$ cat src/rtl/rv_mem_arbiter.sv
// rv_mem_arbiter
//   Shares one single-port, fixed-latency synchronous word memory between the
//   core's instruction-fetch port (read-only) and its load/store port
//   (read/write with byte strobes). One transaction is in flight at a time:
//   IDLE (grant) -> ISSUE (mem strobe) -> WAIT (latency) -> RESP (pulse).
//   The data port wins contention unless fetch has lost MAX_STARVE times in a
//   row, in which case fetch is forced through.
//
// Handshake: a requester raises *_req and holds its fields stable until the
//   cycle its *_gnt is high. A grant is given only in IDLE, and the fields are
//   latched in that same cycle. The response is a single-cycle *_rsp_valid
//   pulse MEM_LATENCY+2 cycles after the grant. There is no backpressure on
//   the response.
//
// Ports:
//   clk, reset                      clock, async active-high reset
//   i_req/i_addr/i_gnt              fetch request, byte address, grant
//   i_rsp_valid/i_rsp_rdata         fetch response pulse and word
//   d_req/d_we/d_addr/d_wdata/d_wstrb  load/store request fields
//   d_gnt                           load/store grant
//   d_rsp_valid/d_rsp_rdata         load data or store ack (rdata 0 on stores)
//   mem_req/mem_we/mem_addr/mem_wdata/mem_wstrb  memory access, one cycle
//   mem_rdata                       memory read data, MEM_LATENCY after mem_req
//   busy                            high whenever the FSM is not in IDLE
module rv_mem_arbiter #(
  parameter int ADDR_W      = 10,
  parameter int MEM_LATENCY = 1,
  parameter int MAX_STARVE  = 3
) (
  input  logic              clk,
  input  logic              reset,
  input  logic              i_req,
  input  logic [ADDR_W-1:0] i_addr,
  output logic              i_gnt,
  output logic              i_rsp_valid,
  output logic [31:0]       i_rsp_rdata,
  input  logic              d_req,
  input  logic              d_we,
  input  logic [ADDR_W-1:0] d_addr,
  input  logic [31:0]       d_wdata,
  input  logic [3:0]        d_wstrb,
  output logic              d_gnt,
  output logic              d_rsp_valid,
  output logic [31:0]       d_rsp_rdata,
  output logic              mem_req,
  output logic              mem_we,
  output logic [ADDR_W-3:0] mem_addr,
  output logic [31:0]       mem_wdata,
  output logic [3:0]        mem_wstrb,
  input  logic [31:0]       mem_rdata,
  output logic              busy
);

  localparam int WA   = ADDR_W - 2;
  localparam int LATW = 3;
  localparam int SCW  = (MAX_STARVE < 2) ? 1 : $clog2(MAX_STARVE + 1);

  typedef enum logic [1:0] {IDLE, ISSUE, WAIT, RESP} state_t;

  state_t          state_q, state_d;
  logic            owner_q, owner_d;        // 1 = data port owns the transaction
  logic            we_q, we_d;
  logic [WA-1:0]   addr_q, addr_d;
  logic [31:0]     wdata_q, wdata_d;
  logic [3:0]      wstrb_q, wstrb_d;
  logic [LATW-1:0] lat_q, lat_d;
  logic [SCW-1:0]  starve_cnt_q, starve_cnt_d;
  logic [31:0]     i_rdata_q, i_rdata_d;
  logic [31:0]     d_rdata_q, d_rdata_d;
  logic            i_gnt_c, d_gnt_c;
  logic            fetch_win;

  // Byte offsets within a word do not reach the word-addressed memory.
  logic unused_addr_bits;
  assign unused_addr_bits = ^{i_addr[1:0], d_addr[1:0]};

  always_comb begin
    state_d      = state_q;
    owner_d      = owner_q;
    we_d         = we_q;
    addr_d       = addr_q;
    wdata_d      = wdata_q;
    wstrb_d      = wstrb_q;
    lat_d        = lat_q;
    starve_cnt_d = starve_cnt_q;
    i_rdata_d    = i_rdata_q;
    d_rdata_d    = d_rdata_q;
    i_gnt_c      = 1'b0;
    d_gnt_c      = 1'b0;
    fetch_win    = i_req && (!d_req || (starve_cnt_q == SCW'(MAX_STARVE)));
    case (state_q)
      IDLE: begin
        if (i_req || d_req) begin
          state_d = ISSUE;
          if (fetch_win) begin
            i_gnt_c      = 1'b1;
            owner_d      = 1'b0;
            we_d         = 1'b0;
            addr_d       = i_addr[ADDR_W-1:2];
            wdata_d      = 32'h0;
            wstrb_d      = 4'h0;
            starve_cnt_d = '0;
          end else begin
            d_gnt_c = 1'b1;
            owner_d = 1'b1;
            we_d    = d_we;
            addr_d  = d_addr[ADDR_W-1:2];
            wdata_d = d_we ? d_wdata : 32'h0;
            wstrb_d = d_we ? d_wstrb : 4'h0;
            // Only a loss while fetch is actually waiting counts as starvation.
            if (i_req && (starve_cnt_q != SCW'(MAX_STARVE)))
              starve_cnt_d = starve_cnt_q + SCW'(1);
          end
        end
      end
      ISSUE: begin
        lat_d   = LATW'(MEM_LATENCY - 1);
        state_d = WAIT;
      end
      WAIT: begin
        if (lat_q == '0) begin
          // Response word lands in the owner's register on entry to RESP,
          // so the non-owner's output keeps its previous value.
          if (owner_q) d_rdata_d = we_q ? 32'h0 : mem_rdata;
          else         i_rdata_d = mem_rdata;
          state_d = RESP;
        end else begin
          lat_d = lat_q - LATW'(1);
        end
      end
      RESP:    state_d = IDLE;
      default: state_d = IDLE;
    endcase
  end

  always_ff @(posedge clk or posedge reset) begin
    if (reset) begin
      state_q      <= IDLE;
      owner_q      <= 1'b0;
      we_q         <= 1'b0;
      addr_q       <= '0;
      wdata_q      <= 32'h0;
      wstrb_q      <= 4'h0;
      lat_q        <= '0;
      starve_cnt_q <= '0;
      i_rdata_q    <= 32'h0;
      d_rdata_q    <= 32'h0;
    end else begin
      state_q      <= state_d;
      owner_q      <= owner_d;
      we_q         <= we_d;
      addr_q       <= addr_d;
      wdata_q      <= wdata_d;
      wstrb_q      <= wstrb_d;
      lat_q        <= lat_d;
      starve_cnt_q <= starve_cnt_d;
      i_rdata_q    <= i_rdata_d;
      d_rdata_q    <= d_rdata_d;
    end
  end

  // Grants are combinational in the request cycle; masking with reset keeps
  // every output low while reset is held even if a request is present.
  assign i_gnt       = i_gnt_c && !reset;
  assign d_gnt       = d_gnt_c && !reset;
  assign mem_req     = (state_q == ISSUE);
  assign mem_we      = mem_req && we_q;
  assign mem_addr    = mem_req ? addr_q  : '0;
  assign mem_wdata   = mem_req ? wdata_q : 32'h0;
  assign mem_wstrb   = mem_req ? wstrb_q : 4'h0;
  assign i_rsp_valid = (state_q == RESP) && !owner_q;
  assign d_rsp_valid = (state_q == RESP) && owner_q;
  assign i_rsp_rdata = i_rdata_q;
  assign d_rsp_rdata = d_rdata_q;
  assign busy        = (state_q != IDLE);

endmodule

$ cat config.mk
export PLATFORM = sky130hd
export DESIGN_NAME = rv_mem_arbiter
export DESIGN_NICKNAME = d
export VERILOG_FILES = /design/src/rtl/rv_mem_arbiter.sv
export SDC_FILE = /design/constraint.sdc
export NUM_CORES = 1
export LEC_CHECK = 0
export ABC_AREA = 1
export CORE_MARGIN = 4
export CORE_UTILIZATION = 25
export DETAILED_ROUTE_END_ITERATION = 8
export MAX_ROUTING_LAYER = met4
export SYNTH_ARGS = -nofsm -noshare
export SYNTH_HDL_FRONTEND = slang
export SYNTH_SLANG_ARGS = --single-unit
$ cat constraint.sdc
create_clock -name clk -period 6.4 [get_ports clk]
set_input_delay 1.92 -clock clk [delete_from_list [all_inputs] [get_ports clk]]
set_output_delay 1.92 -clock clk [all_outputs]
set_load 0.005 [all_outputs]
==> results of run 1 <==
-- kinds of logic (layout without fill, tap and decap cells) --
| group | Yosys count | after routing | share of synthesized area (%) |
|---|---|---|---|
| DFF | 117 | 117 | 54.1 |
| and+or+nand+nor | 314 | 314 | 25.5 |
| AOI/OAI and AO/OA | 74 | 74 | 6.96 |
| adders and majority gates | 7 | 7 | 1.62 |
| buffers and inverters | 154 | 354 | 11.9 |
-- stage by stage --
| stage | hold slack (ps) | std cells |
|---|---|---|
| after detailed placement | 465 | 1109 |
| after global placement | 461 | 1109 |
| after floorplan | 449 | 666 |
| after CTS | 482 | 1141 |
| after global routing | 499 | 1141 |
| final | 479 | 1141 |
-- worst max path at each step --
stage          slack (ps)  depth (start not counted)   endpoint
4_1_cts              1000                          5      i_gnt
5_1_grt               920                          5      i_gnt
3_5_place_dp         1000                          5      i_gnt
3_3_place_gp         1010                          5      i_gnt
6_report             1020                          5      i_gnt
2_1_floorplan        1380                          1  addr_q[0]
-- per-layer routing --
layer | global-route usage, % | share of wire [%] | up-vias
met1 | 18.4 | 46 | 2373
met4 | 3.57 | 1.3 | 0
met3 | 4.53 | 7.0 | 18
li1 | - | - | 2470
met5 | - | 0 | -
met2 | 22.2 | 45 | 157
-- area by class of cell --
cell class                 count  share of cell area, %
multi-input combinational    395                   22.5
timing repair buffer         210                   25.3
inverter                     112                   5.14
tap                          275                   4.18
clock inverter                15                   2.07
clock buffer                  17                   5.17
sequential                   117                   35.6
-- flip-flops by register name, indices dropped and copies added, names as in the netlist --
| register | flops |
|---|---|
| i_rsp_rdata | 32 |
| wstrb_q | 4 |
| lat_q | 3 |
| owner_q | 1 |
| wdata_q | 32 |
| addr_q | 8 |
| state_q | 2 |
| starve_cnt_q | 2 |
| d_rsp_rdata | 32 |
| we_q | 1 |
-- critical path: cells and delay by family --
family,cells,cell delay [ps]
buf+inv,3,1100
simple gates,2,440
-- cells in the final DEF (no fill, tap or decap) --
cell and n:
clkbuf_16 17, o21ai_1 55, dfrtp_1 117, nand3_2 1
clkinv_2 2, inv_8 2, nor3_1 1, nand3_1 52
inv_6 4, nand2_4 1, bufinv_16 2, ha_2 1
clkdlybuf4s50_1 203, ha_1 6, inv_4 1, nand2_1 218
buf_4 7, inv_1 107, nand3_4 1, o22ai_1 2
clkinvlp_4 1, nand4_1 36, nor2_1 3, inv_2 4
a21oi_2 2, o21ai_0 14, nor2_8 1, clkinv_4 4
a21oi_1 1
-- power by group --
group / leakage (nW) / internal [mW] / switching, mW
Clock: 0.292 / 0.584 / 0.382
Combinational: 2.48 / 0.686 / 0.759
Sequential: 1.49 / 1.03 / 0.153
Total: 4.27 / 2.30 / 1.29
==> out/metrics.cfg, run 1 <==
[run_status]
status = complete, no violations

[drt]
first_pass_iters = 6
drc = 0
drtIter0Drc = 200
dr_total_vias = 5018
totalWireLength_um = 16700
wl_per_cell_um = 14.6
via_per_inst = 4.40
antenna_left = 0

[worst_setup_path]
crit_top_cell = clkdlybuf4s50_1
slowest_stage = clkdlybuf4s50_1
r2r-start = state_q[1]
critPathLaunchType = primary input
cp_data_arrival_time_ps = 3460
reg2reg_slack_ps = 3550
critPathMaxFanout = 10
timing.rr.end = wdata_q[0]
crit_start = d_req
required_ps = 4480
slowest_delay_ps = 540
ff2ff_path_depth = 8
crit_chain = clkdlybuf4s50_1, nand2_1, inv_1, nor3_1, clkdlybuf4s50_1
end_kind = primary output
crit_type = primary input to primary output

[power]
p_leak_nw = 4.27
powerDensity_nw_per_um2 = 438
p_total_mw = 3.60
ir_worst_vdd_mv = 0.186

[synth]
syn_avg_cell_area_um2 = 8.13
synth-edff-count = 0
ys_ff_latch = 117
ys_top_cells_by_area = dfrtp_1, nand2_1, inv_1
synth_top_area_share_pct = 54.1
synth_top_area_cell = dfrtp_1
syn_inst = 666
netlist_area_um2 = 5410
synth_top_flop_cell = dfrtp_1
async_reset_ff_share_pct = 100
synth.most_common_cell = nand2_1
yosysSeqAreaShare_pct = 54.1
ys_warn_count = 0
synth_cell_type_count = 24
synth_fp_nets = 766
yosys-top-cells-count = nand2_1, dfrtp_1, inv_1, o21ai_1, nand3_1

[worst_hold_path]
hp-start = addr_q[6]
holdPathStages = 2
min_path_type = flop to flop
hold_end = addr_q[6]

[clock_tree]
numCtsBuffers = 17
cts_sinks = 117
clock_path_buffers = 2
hold_buffers = 0
cts-root-buf = clkbuf_16
cts_setup_buffers = 0
cts_tree = built
insertion_delay_ps = 410
clk_pin_slew_ps = 60
cts_resized = 0
cts_htree_levels = 4

[final_layout]
final_nets = 953
antenna_cells = 0
final.fill_count = 2192
regArea_um2 = 2930
multi_input_area_um2 = 1850
syn_to_final_growth_pct = 51.9
post-route-util_pct = 38.9
final_area_um2 = 8220
drive_above_1_share_pct = 5.89

[job]
maxCapViolCount = 0

[floorplanning]
fp.dieW_um = 155
initial_core_util_pct = 25.6
row_count = 53
boundaryPins = 208
die_y_um = 155
die_area_um2 = 24100
core-area_um2 = 21200

[timing]
fin_ws_ps = 1020
skew_ps = 7.26
slew_headroom_pct = 32.6
fmax_ghz = 0.186
min_period_ps = 5380
drv_slew = 0
hold_viol_final = 0
fin_crit_sh_pct = 84.1
tns_ps = 0
setup_violations = 0
rsz0062_at_grt = no
worst_slew_pin_slew_ps = 1010

[global_route]
grt_use_total_pct = 14.4
first_global_vias = 5112
grt_overflow = 0
grt_pass1_wl_um = 27000
grt_max_degree = 65
antenna_found_initial = 0

[place]
place_hpwl_um = 11000
place_area_um2 = 7630
gp_congestion = 0.753
place_ws_ps = 995
portBuffers = 203

Power figures use the tool's default switching activity.
==> inputs of run 2 (changes only) <==
==> constraint.sdc (replaced) <==
create_clock -name clk -period 5.6 [get_ports clk]
set_input_delay 1.68 -clock clk [delete_from_list [all_inputs] [get_ports clk]]
set_output_delay 1.68 -clock clk [all_outputs]
set_load 0.005 [all_outputs]
==> out/metrics.cfg, run 2 (synthesis results as in run 1) <==
[clock_tree]
cts_sinks = 117
cts_setup_buffers = 0
insertion_delay_ps = 400
cts_htree_levels = 4
cts_tree = built
clk_pin_slew_ps = 50
clock_path_buffers = 2
numCtsBuffers = 17
cts_resized = 0
cts-root-buf = clkbuf_16
hold_buffers = 0

[final_layout]
multi_input_area_um2 = 1850
mostFrequentLayoutCells = nand2_1, clkdlybuf4s50_1, dfrtp_1
drive_above_1_share_pct = 5.66
regArea_um2 = 2930
final_nets = 954
antenna_cells = 0
post-route-util_pct = 39.0
final.fill_count = 2188
layout_commonest_cell = nand2_1
syn_to_final_growth_pct = 52.3
final_cells = 1140

[worst_setup_path]
critPathMaxFanout = 3
critPathLaunchType = primary input
ff2ff_path_depth = 7
required_ps = 3920
end_kind = primary output
cp_data_arrival_time_ps = 3120
crit_type = primary input to primary output

[floorplanning]
row_count = 53
core-area_um2 = 21200
die_y_um = 155
initial_core_util_pct = 25.6
fp.dieW_um = 155
boundaryPins = 208
die_area_um2 = 24100

[global_route]
grt_max_degree = 65
grt_use_total_pct = 14.2
met2_usage_pct = 21.7
grt_pass1_wl_um = 26700
grt.busiest_layer = met2
grtUsageMet1_pct = 18.3
first_global_vias = 5148
grt_overflow = 0
grt.met3_usage_pct = 3.95
antenna_found_initial = 0

[timing]
rsz0062_at_grt = no
slew_headroom_pct = 31.8
drv_slew = 0
hold_viol_final = 0
setup_violations = 0
tns_ps = 0
fin_crit_sh_pct = 85.7
min_period_ps = 4800
fmax_ghz = 0.208
worst_slew_pin_slew_ps = 1020
skew_ps = 6.98

[drt]
via_per_inst = 4.39
dr_total_vias = 5001
first_pass_iters = 4
wl_per_cell_um = 14.4
antenna_left = 0
drtIter0Drc = 195
drc = 0
totalWireLength_um = 16400

[worst_hold_path]
min_path_type = flop to flop
holdPathStages = 2

[run_status]
status = complete, no violations

[job]
maxCapViolCount = 0

[power]
ir_worst_vdd_mv = 0.171
p_leak_nw = 4.27
powerDensity_nw_per_um2 = 500

[place]
gp_congestion = 0.772
place_hpwl_um = 11100
portBuffers = 203
place_inst = 1110

[run 2: final cells by class]
class,instances,share of cell area [%]
tap,275,4.17
inverter,112,5.13
sequential,117,35.5
timing repair buffer,211,25.4
multi-input combinational,395,22.4
clock buffer,22,5.87
clock inverter,8,1.50
[run 2: critical path, cell delays in order]
cell             delay (ps)
clkdlybuf4s50_1         490
inv_1                    90
a21oi_2                 130
nand2_1                  90
nor2_1                  130
clkdlybuf4s50_1         520
[run 2: power breakdown]
part           switching, mW  internal (mW)
sequential             0.181           1.18
combinational          0.856          0.785
clock                  0.377          0.741
total                   1.42           2.71
[run 2: metrics by stage]
step / power (mW) / area (µm²) / hold slack (ps) / setup slack, ps
6_report: 4.13 / 8240 / 477 / 798
5_1_grt: 4.44 / 8240 / 496 / 684
4_1_cts: 4.21 / 8240 / 482 / 789
3_5_place_dp: 3.06 / 7640 / 465 / 807
3_3_place_gp: 3.03 / 7640 / 462 / 812
2_1_floorplan: 2.18 / 5410 / 449 / 819
[run 2: worst paths after layout]
kind                                  start              end  slack, ps
worst max-delay path                  d_req            d_gnt        800
max in group asynchronous             reset  d_rsp_rdata[12]       2890
worst min-delay path            wdata_q[11]      wdata_q[11]        480
worst min register to register  wdata_q[11]      wdata_q[11]        480
min in group asynchronous             reset      wdata_q[31]       1800
worst max register to register   state_q[0]      wdata_q[18]       2970
[run 2: routing by layer]
layer	share of wire (%)	wire length, µm
met5	0	0
met3	7.1	1160
met1	47	7650
met2	45	7380
met4	1.2	204
==> inputs of run 3 (changes only) <==
--- a/config.mk
+++ b/config.mk
@@ -10,6 +10,7 @@
 export CORE_UTILIZATION = 25
 export DETAILED_ROUTE_END_ITERATION = 8
 export MAX_ROUTING_LAYER = met4
+export SLEW_MARGIN = 20
 export SYNTH_ARGS = -nofsm -noshare
 export SYNTH_HDL_FRONTEND = slang
 export SYNTH_SLANG_ARGS = --single-unit
==> results of run 3 <==
The final DEF is identical to that of run 2; final timing and power are the same.
